File: src/rtl/div_unit.sv
// Iterative 32-bit RV32 divider (DIV/DIVU/REM/REMU), restoring radix-2, fixed 33-cycle latency.
// Result and flags are registered in FIX and held until the next operation completes.
module div_unit #(
    parameter int unsigned XLEN = 32
) (
    input  logic            clk,
    input  logic            reset,
    input  logic            start,
    input  logic [1:0]      opt,
    input  logic [XLEN-1:0] in_a,
    input  logic [XLEN-1:0] in_b,
    output logic            busy,
    output logic            done,
    output logic [XLEN-1:0] out,
    output logic            div_zero_flag,
    output logic            overflow_flag
);

    localparam int unsigned CW = $clog2(XLEN);

    typedef enum logic [1:0] {IDLE, CALC, FIX} state_t;

    state_t          state_q, state_d;
    logic [CW-1:0]   cnt_q, cnt_d;
    logic [1:0]      op_q, op_d;
    logic            sign_a_q, sign_a_d, sign_b_q, sign_b_d;
    logic            zero_q, zero_d, ovf_q, ovf_d;
    logic [XLEN:0]   rem_q, rem_d;
    logic [XLEN-1:0] quo_q, quo_d, div_q, div_d;
    logic [XLEN-1:0] out_q, out_d;
    logic            done_q, done_d, dz_q, dz_d, of_q, of_d;

    logic            is_signed;
    logic [XLEN-1:0] abs_a, abs_b, quo_res, rem_res;
    logic [XLEN:0]   shifted, trial;

    always_ff @(posedge clk or negedge reset) begin
        if (!reset) begin
            state_q  <= IDLE;
            cnt_q    <= '0;
            op_q     <= '0;
            sign_a_q <= 1'b0;
            sign_b_q <= 1'b0;
            zero_q   <= 1'b0;
            ovf_q    <= 1'b0;
            rem_q    <= '0;
            quo_q    <= '0;
            div_q    <= '0;
            out_q    <= '0;
            done_q   <= 1'b0;
            dz_q     <= 1'b0;
            of_q     <= 1'b0;
        end else begin
            state_q  <= state_d;
            cnt_q    <= cnt_d;
            op_q     <= op_d;
            sign_a_q <= sign_a_d;
            sign_b_q <= sign_b_d;
            zero_q   <= zero_d;
            ovf_q    <= ovf_d;
            rem_q    <= rem_d;
            quo_q    <= quo_d;
            div_q    <= div_d;
            out_q    <= out_d;
            done_q   <= done_d;
            dz_q     <= dz_d;
            of_q     <= of_d;
        end
    end

    always_comb begin
        state_d  = state_q;
        cnt_d    = cnt_q;
        op_d     = op_q;
        sign_a_d = sign_a_q;
        sign_b_d = sign_b_q;
        zero_d   = zero_q;
        ovf_d    = ovf_q;
        rem_d    = rem_q;
        quo_d    = quo_q;
        div_d    = div_q;
        out_d    = out_q;
        done_d   = 1'b0;
        dz_d     = dz_q;
        of_d     = of_q;

        is_signed = ~opt[0];
        abs_a     = (is_signed && in_a[XLEN-1]) ? -in_a : in_a;
        abs_b     = (is_signed && in_b[XLEN-1]) ? -in_b : in_b;

        // 33-bit trial: rem < divisor keeps the true difference inside 33 bits, so bit 32 is the sign
        shifted = {rem_q[XLEN-1:0], quo_q[XLEN-1]};
        trial   = shifted - {1'b0, div_q};

        // sign bits are only latched for signed ops; with a zero divisor the
        // corrected remainder reproduces the raw dividend
        quo_res = (sign_a_q ^ sign_b_q) ? -quo_q : quo_q;
        rem_res = sign_a_q ? -rem_q[XLEN-1:0] : rem_q[XLEN-1:0];

        unique case (state_q)
            IDLE: begin
                if (start) begin
                    op_d     = opt;
                    sign_a_d = is_signed & in_a[XLEN-1];
                    sign_b_d = is_signed & in_b[XLEN-1];
                    zero_d   = (in_b == '0);
                    ovf_d    = is_signed && (in_a == {1'b1, {(XLEN-1){1'b0}}}) && (in_b == '1);
                    quo_d    = abs_a;
                    div_d    = abs_b;
                    rem_d    = '0;
                    cnt_d    = CW'(XLEN - 1);
                    state_d  = CALC;
                end
            end
            CALC: begin
                if (!trial[XLEN]) rem_d = trial;
                else              rem_d = shifted;
                quo_d = {quo_q[XLEN-2:0], ~trial[XLEN]};
                if (cnt_q == '0) state_d = FIX;
                else             cnt_d = cnt_q - 1'b1;
            end
            FIX: begin
                if (op_q[1]) out_d = rem_res;
                else         out_d = zero_q ? '1 : quo_res;
                dz_d    = zero_q;
                of_d    = ovf_q;
                done_d  = 1'b1;
                state_d = IDLE;
            end
            default: state_d = IDLE;
        endcase
    end

    assign busy          = (state_q != IDLE);
    assign done          = done_q;
    assign out           = out_q;
    assign div_zero_flag = dz_q;
    assign overflow_flag = of_q;

endmodule
File: config.mk
export PLATFORM = sky130hd
export DESIGN_NAME = div_unit
export DESIGN_NICKNAME = d
export VERILOG_FILES = /design/src/rtl/div_unit.sv
export SDC_FILE = /design/constraint.sdc
export NUM_CORES = 1
export LEC_CHECK = 0
export ABC_CLOCK_PERIOD_IN_PS = 4300
export BUFFER_PORTS_ARGS = -buffer_cell sky130_fd_sc_hd__buf_4
export CELL_PAD_IN_SITES_DETAIL_PLACEMENT = 0
export CELL_PAD_IN_SITES_GLOBAL_PLACEMENT = 2
export CORE_MARGIN = 8
export CORE_UTILIZATION = 37
export DETAILED_ROUTE_END_ITERATION = 12
export PLACE_DENSITY = 0.92
export SLEW_MARGIN = 20
export SYNTH_ARGS = -nofsm -noshare
export SYNTH_HDL_FRONTEND = slang
export SYNTH_SLANG_ARGS = --single-unit
File: constraint.sdc
create_clock -name clk -period 4.3 [get_ports clk]
set_input_delay 0.43 -clock clk [delete_from_list [all_inputs] [get_ports clk]]
set_output_delay 0.43 -clock clk [all_outputs]
set_load 0.05 [all_outputs]
# == Yosys cells after proc, flatten, opt, wreduce, memory -nomap -nowiden ==
# Cells that the tools add are included.
# op_classes
add_sub_neg,6
mul,0
n_div,0
order_cmp,0
n_eq_ne,7
shifts,0
mux,18
bitwise,5
reduce_logical,13
# ops
operator,n
2-to-1 mux 32 bit,9
negator 32 bit,4
one-hot mux 32 bit (2 select lines),2
"== test 32 bit, second input constant",2
subtractor 33 x 32 -> 33 bit,1
zero test 32 bit,1
2-to-1 mux 5 bit,2
one-hot mux 5 bit (2 select lines),1
"!= test 2 bit, second input constant",3
AND reduction 2 bit,3
zero test 5 bit,1
"subtractor 5 x 1 -> 5 bit, second input constant",1
logical AND 1 bit,4
2-to-1 mux 2 bit,2
one-hot mux 2 bit (2 select lines),1
nonzero test 2 bit,2
AND reduction 3 bit,1
bitwise AND 1 bit,2
"== test 2 x 1 -> 1 bit, second input constant",1
"== test 2 bit, second input constant",1
zero test 2 bit,1
inverter 1 bit,2
2-to-1 mux 1 bit,1
XOR 1 bit,1
# word_totals
ff_bits,144
latchBits,0
ramBits,0
mem_bits_ro,0
in_bits,69
output_inout_bits,36
word_cells,63
mem_count,0

# == Logic depth before layout (Yosys ltp) ==
# Gate-level depths: netlist (run 1).
# depth
word_depth,5
mapped_depth,14
mapped_depth_nobuf,13

# == Worst setup path before layout (run 1) ==
# OpenSTA, ideal clock, no wires.
# synth_timing
path_type,reg2reg
startpoint,reg quo_q[31]
endpoint,reg rem_q[10]
setup_ns,0.132
arrival_time_ns,2.896
t_required_ns,4.168
setup_slack_ns,1.272
path_stages_with_launch,15
n_path_buf,1
synth_period_minus_slack_ns,3.028
cell_sequence,dfrtp_1 inv_1 ha_1 fa_1 nor2b_1 o31ai_1 a31oi_1 o211ai_1 a211oi_1 nor3_1 nor2_2 xor2_4 buf_6 mux2i_1 o21ai_1
# synth_between
elab_chain_cells,3
# synth_rtl
item,line_no,source
"start, declared",29,"logic [XLEN-1:0] quo_q, quo_d, div_q, div_d;"
"start signal, assigned",62,quo_q <= quo_d;
subtractor 33 x 32 -> 33 bit,93,"trial = shifted - {1'b0, div_q};"
2-to-1 mux 32 bit,116,if (!trial[XLEN]) rem_d = trial;
one-hot mux 32 bit (2 select lines),100,unique case (state_q)
"end signal, assigned",61,rem_q <= rem_d;
"end, declared",28,"logic [XLEN:0] rem_q, rem_d;"
# No other way between the ends.
# A chain may end at the register's enable or synchronous reset.

# == Worst setup path in the final report (run 1) ==
# layout_timing
startpoint,reg quo_q[31]
endpoint,reg rem_q[20]
# Same word-level chain as after synthesis.

==> results.tsv, run 1 <==
stage	metric	value	unit
clock_network	CTS buffer count	17	
cells_and_area	Finished Layout Cells	1670	
detailed_routing	drt wl/cell	17.6	um
synth	Avg Cell Area, Syn	8.66	um2
detailed_routing	Detail Route Antenna Nets	0	
floorplanning	Site Rows	61	
grt	Total GRT Usage	0.176	
detailed_routing	drt drc	0	
min_path	HP Class	in2async	
timing	final period utilization	0.787	
synth	Synth Cell Area	10400	um2
floorplanning	die height	184	um
setup_path	Worst R2R End	rem_q[20]	
power_and_ir_drop	P_leak	5.46	nW
detailed_routing	Pre-Repair DR Iteration Count	5	
clock_network	Post-CTS Resized	0	
timing	Tmin final	3.38	ns
setup_path	Critical Path RT	4.59	ns
placement	gp weighted congestion	0.857	
timing	relative max-transition margin	0.442	
placement	Detail Placement HPWL	22000	um
placement	Placed Area	11600	um2
synth	flops & latches, synth	143	
synth	library cells used by synthesis	70	
floorplanning	core area	27800	um2
synth	register area share after synthesis	0.343	
detailed_routing	final wirelength	29400	um
cells_and_area	layout cell share with drive strength beyond 1	0.141	
clock_network	CTS tree	done	
clock_network	clock latency at the later pin of the worst-skew pair	0.44	ns
synth	Syn Nets	1315	
power_and_ir_drop	PD cells	960	nW/um2
setup_path	worst reg2reg path depth	14	
grt	vias in the first global route	8761	
floorplanning	die width	184	um
timing	unrepaired setup endpoints after global routing	no	
setup_path	r2r startpoint	quo_q[31]	
cells_and_area	nets	1388	
cells_and_area	antenna cells	0	
synth	Post-synth EDFFs	0	
clock_network	Setup Fix Bufs, Post-CTS	0	
clock_network	CTS HTree Levels	4	
timing	fin. max-slew vios	0	
timing	Final Hold Vio Count	0	
clock_network	CTS clk-pin slew, worst paths	0.07	ns
flow_run	MaxCap Viol Count	0	
timing	# setup viols final	0	
detailed_routing	Via-to-Cell Ratio	5.46	
placement	Placed Cells incl. Taps	1638	
cells_and_area	Area growth syn-to-layout	16.9	%
floorplanning	Initial Utilization	0.376	
clock_network	root cell of the clock tree	clkbuf_16	
grt	largest net degree at the start of global routing	92	
clock_network	clk buf depth	2	
floorplanning	DIE AREA	33800	um2
detailed_routing	vias post-DR	9110	
grt	first-pass GRT wire length	48000	um
setup_path	startpoint types	flop	
clock_network	clock sink count	143	
setup_path	CP Capture Type	flop	
timing	setup TNS	0	ns
floorplanning	Ports	105	
setup_path	flop2flop setup slack	0.92	ns
power_and_ir_drop	Max rail drop VDD	0.449	mV
timing	FMAX	296	MHz
run_status	status	completed	
grt	GRT overflow	0	
setup_path	Crit Path Class	reg2reg	
synth	Async S/R FF share, synth	1.00	
power_and_ir_drop	total power after layout	11.7	mW
setup_path	CP arrival	3.67	ns
timing	worst slew pin tran	0.837	ns
grt	initial antenna violation count	0	
synth	Synth Flop Type	dfrtp_1	
setup_path	CP Max Fanout	34	
synth	Synth Instances	1206	
clock_network	Hold-fix buffers, CTS	0	
placement	Port Buffers	104	
timing	final worst clock skew	0.0137	ns
synth	Yosys Warn Count	0	
cells_and_area	final non-filler cell area	12200	um2
detailed_routing	Iter 0 DRT Violations	620	
==> layout make-up <==
cell class / instances / area, um2
well taps: 378 / 473
flip-flops and latches: 143 / 3580
fillers: 2820 / 15600
repair buffers: 120 / 917
clock buffers: 17 / 425
multi-input cells: 943 / 6410
inverters: 54 / 203
clock inverters: 15 / 196
==> power breakdown <==
part / internal (mW) / switching (mW)
registers: 2.00 / 0.808
logic: 3.17 / 4.16
clock network: 0.889 / 0.688
total: 6.06 / 5.65
==> cells by family (layout without fill, tap and decap cells) <==
group                    after synthesis  after routing  synth area share
adder cells (fa/ha/maj)               40             40            0.0487
multiplexers                          36             36            0.0349
flip-flops                           143            143             0.343
XOR/XNOR                             153            153             0.130
buffers and inverters                120            206            0.0460
AO/OA/AOI/OAI                        391            391             0.241
AND/OR/NAND/NOR                      323            323             0.156
==> placed cells by master (no fill, tap or decap), drive strengths merged, types with 33 or more instances in the layout <==
master,count
a21o,50
a21oi,60
buf,120
dfrtp,143
ha,39
inv,62
mux2i,33
nand2,90
nand3,40
nor2,66
o21ai,145
xnor2,71
xor2,82
==> critical path, stage by stage, from the launching register on <==
cell and delay [ns]:
dfrtp_1 0.40, inv_1 0.08, ha_1 0.23, fa_1 0.41
nor2b_1 0.18, o31ai_1 0.11, a31oi_1 0.20, o211ai_1 0.20
a211oi_1 0.33, nor3_1 0.11, nor2_2 0.21, xor2_4 0.18
buf_12 0.28, mux2i_1 0.23, o21ai_1 0.08
==> cells in the mapped netlist (7+ instances only) <==
cell type | n | share of area
nand2_1 | 90 | 0.032
dfrtp_1 | 143 | 0.34
a221oi_1 | 31 | 0.026
nand4_1 | 10 | 0.0060
o31ai_1 | 22 | 0.016
nor4_1 | 16 | 0.0096
nand3_1 | 40 | 0.019
ha_1 | 39 | 0.047
xor2_1 | 81 | 0.068
nor3_1 | 19 | 0.0091
nor2_1 | 65 | 0.023
clkbuf_1 | 56 | 0.020
o21ai_1 | 31 | 0.015
nor2b_1 | 10 | 0.0060
nand2b_1 | 10 | 0.0060
o21ai_0 | 114 | 0.055
or3_1 | 21 | 0.013
and2_1 | 7 | 0.0042
a31oi_1 | 11 | 0.0066
a21oi_1 | 60 | 0.029
mux2i_1 | 33 | 0.032
inv_1 | 54 | 0.019
a22oi_1 | 32 | 0.023
a21o_1 | 50 | 0.036
or4_1 | 7 | 0.0050
xnor2_1 | 71 | 0.060
==> per-layer routing <==
layer	routed length, um	track usage	part of all wire
met5	0	0	0
met4	459	0.0471	0.016
met3	1140	0.0267	0.039
met2	13300	0.271	0.45
met1	14500	0.251	0.49
==> metrics by stage <==
stage,util,setup WS (ns),hold WS [ns]
after floorplan,-,1.27,0.134
after global placement,0.417,0.997,0.461
after detailed placement,0.417,0.935,0.468
after CTS,0.439,0.895,0.0265
after global routing,0.439,0.618,0.0558
final,0.439,0.918,0.00489
==> worst max-delay path by stage <==
| stage | cells past startpoint | startpoint | slack [ns] | to |
|---|---|---|---|---|
| 5_1_grt | 14 | quo_q[31] | 0.62 | rem_q[24] |
| 4_1_cts | 14 | quo_q[31] | 0.90 | rem_q[29] |
| 3_5_place_dp | 14 | quo_q[31] | 0.93 | rem_q[29] |
| 3_3_place_gp | 14 | quo_q[31] | 1.0 | rem_q[29] |
| 2_1_floorplan | 14 | quo_q[31] | 1.27 | rem_q[10] |
| 6_report | 14 | quo_q[31] | 0.92 | rem_q[20] |
==> registers in the layout (all words and copies together), names as in the netlist <==
signal / flops
sign_a_q: 1
div_q: 32
cnt_q: 5
sign_b_q: 1
ovf_q: 1
done: 1
div_zero_flag: 1
zero_q: 1
op_q: 1
overflow_flag: 1
state_q: 2
quo_q: 32
out: 32
rem_q: 32
(Power assumes the default switching activity.)
==> run 2: changes to the inputs <==
- ABC_CLOCK_PERIOD_IN_PS: 4300 -> 3400
- clock period: 4.3 -> 3.4 ns (I/O delays scaled with it)
==> run 2 against run 1 <==
Net effect:
- die area did not move
- critical endpoint is now rem_q[29]
- largest power group unchanged
- highest routed layer unchanged
- setup slack got worse by 0.65 ns
- sequential power rose by 23%
==> results.tsv, run 2 (synthesis gave the netlist of run 1 again) <==
stage	metric	value	unit	change
floorplanning	die height	184	um	unchanged
detailed_routing	Pre-Repair DR Iteration Count	5		unchanged
clock_network	clock latency at the later pin of the worst-skew pair	0.44	ns	about the same
placement	pre-CTS setup slack	0.199	ns	-0.735 ns
timing	Tmin final	3.14	ns	-0.247 ns
setup_path	CP arrival	3.42	ns	-0.25 ns
flow_run	MaxCap Viol Count	0		unchanged
power_and_ir_drop	total power after layout	15.2	mW	+30%
clock_network	clock sink count	143		unchanged
power_and_ir_drop	Max rail drop VDD	0.754	mV	+68%
grt	largest net degree at the start of global routing	82		-11%
setup_path	worst-path cell chain	inv_1 > ha_1 > fa_1 > nor2b_1 > o31ai_1 > a31oi_1 > o211ai_1 > a211oi_2 > nor3_1 > nor2_2 > xor2_4 > buf_12 > mux2i_1 > o211ai_1		
clock_network	root cell of the clock tree	clkbuf_16		
setup_path	Top delay family on crit path	compound AO/OA/AOI/OAI gates		
setup_path	CP Capture Type	flop		
clock_network	CTS clk-pin slew, worst paths	0.07	ns	about the same
power_and_ir_drop	P_leak	5.57	nW	+2.0%
grt	initial antenna violation count	0		unchanged
setup_path	Critical Path Most Common Cell	o211ai_1		
placement	gp weighted congestion	0.905		+5.6%
power_and_ir_drop	PD cells	1230	nW/um2	+28%
grt	Total GRT Usage	0.183		+0.00732
clock_network	CTS tree	done		
cells_and_area	layout cell share with drive strength beyond 1	0.154		+0.0131
timing	final period utilization	0.922		+0.136
grt	first-pass GRT wire length	50000	um	+4.1%
setup_path	Worst Path Buf+Inv	2		unchanged
detailed_routing	Iter 0 DRT Violations	695		+12%
timing	FMAX	319	MHz	+7.9%
setup_path	Crit path largest cell delay	0.40	ns	about the same
detailed_routing	vias post-DR	9267		+1.7%
detailed_routing	drt drc	0		unchanged
placement	Port Buffers	104		unchanged
timing	fin. max-slew vios	0		unchanged
timing	final worst slack	0.265	ns	-0.653 ns
detailed_routing	final wirelength	30500	um	+3.4%
detailed_routing	Via-to-Cell Ratio	5.48		+0.52%
setup_path	Crit Path Class	reg2reg		
timing	final worst clock skew	0.0147	ns	+0.000964 ns
timing	unrepaired setup endpoints after global routing	no		
grt	GRT overflow	0		unchanged
clock_network	clk buf depth	2		unchanged
run_status	status	completed		
timing	setup TNS	0	ns	unchanged
cells_and_area	commonest non-fill, non-tap cell in the layout	dfrtp_1		
floorplanning	Ports	105		unchanged
setup_path	Critical Path RT	3.68	ns	-0.91 ns
floorplanning	Site Rows	61		unchanged
grt	vias in the first global route	9148		+4.4%
timing	relative max-transition margin	0.411		-0.0313
detailed_routing	drt wl/cell	18.0	um	+2.2%
timing	Min Hold Slack	0.105	ns	+0.100 ns
setup_path	Slowest cell on crit path	fa_1		
cells_and_area	antenna cells	0		unchanged
cells_and_area	nets	1408		+1.4%
cells_and_area	most frequent cells in the layout	dfrtp_1, buf_4, o21ai_0		
floorplanning	core area	27800	um2	unchanged
cells_and_area	fillers	2823		+0.11%
timing	# setup viols final	0		unchanged
placement	Detail Placement HPWL	23200	um	+5.5%
setup_path	critical path startpoint	quo_q[31]		
floorplanning	DIE AREA	33800	um2	unchanged
setup_path	r2r startpoint	quo_q[31]		
clock_network	CTS HTree Levels	4		unchanged
floorplanning	die width	184	um	unchanged
cells_and_area	Area growth syn-to-layout	18.6	%	
clock_network	Setup Fix Bufs, Post-CTS	0		unchanged
timing	worst slew pin tran	0.884	ns	+0.0469 ns
min_path	HP Start	opt[1]		
setup_path	startpoint types	flop		
timing	Final Hold Vio Count	0		unchanged
setup_path	CP Max Fanout	23		-32%
detailed_routing	Detail Route Antenna Nets	0		unchanged
floorplanning	Initial Utilization	0.376		unchanged
clock_network	CTS buffer count	17		unchanged
min_path	HP Class	in2reg		
-- run 2: where the power goes --
part	internal, mW	switching [mW]	total (mW)
Clock	1.12	0.870	1.99
Combinational	4.21	5.54	9.74
Sequential	2.53	0.926	3.46
Total	7.86	7.33	15.2
-- run 2: worst paths after layout --
check	end	slack (ns)	cells past startpoint
max in group asynchronous	overflow_flag	2.08	3
worst max-delay path	rem_q[29]	0.26	14
worst max register to register	rem_q[29]	0.26	14
min in group asynchronous	quo_q[8]	0.49	2
worst min-delay path	op_q[1]	0.10	3
worst min register to register	out[6]	0.48	1
-- run 2: repair_timing --
| item | CTS | global route |
|---|---|---|
| endpoints found under the setup margin | 0 | 31 |
| gates resized for setup | 0 | 3 |
| hold endpoints to repair | 45 | 0 |
| hold buffers | 1 | 0 |
-- run 2: metal layers --
metal	vias up	GRT usage	wire [um]	share of wire
met3	26	0.0275	1360	0.045
met2	235	0.284	13700	0.45
met4	0	0.0494	486	0.016
li1	4568	-	-	-
met1	4438	0.260	14900	0.49
met5	-	0	0	0
-- run 2: tightest hold or removal path, stage by stage --
cell,delay [ns]
buf_4,0.08
nand2_1,0.04
nand2_1,0.05
-- run 2: final cells by class --
cell class / instances / area, um2 / area share
multi-input cells: 943 / 6420 / 0.519
flip-flops and latches: 143 / 3580 / 0.289
repair buffers: 140 / 1090 / 0.0877
well taps: 378 / 473 / 0.0382
clock buffers: 17 / 425 / 0.0344
inverters: 54 / 203 / 0.0164
clock inverters: 15 / 189 / 0.0153
-- run 2: per-stage QoR --
stage                     std cells   util  instance area [um2]
after detailed placement       1657  0.422                11700
after CTS                      1690  0.445                12400
after global placement         1657  0.422                11700
final                          1690  0.446                12400
after floorplan                1206      -                10400
after global routing           1690  0.446                12400
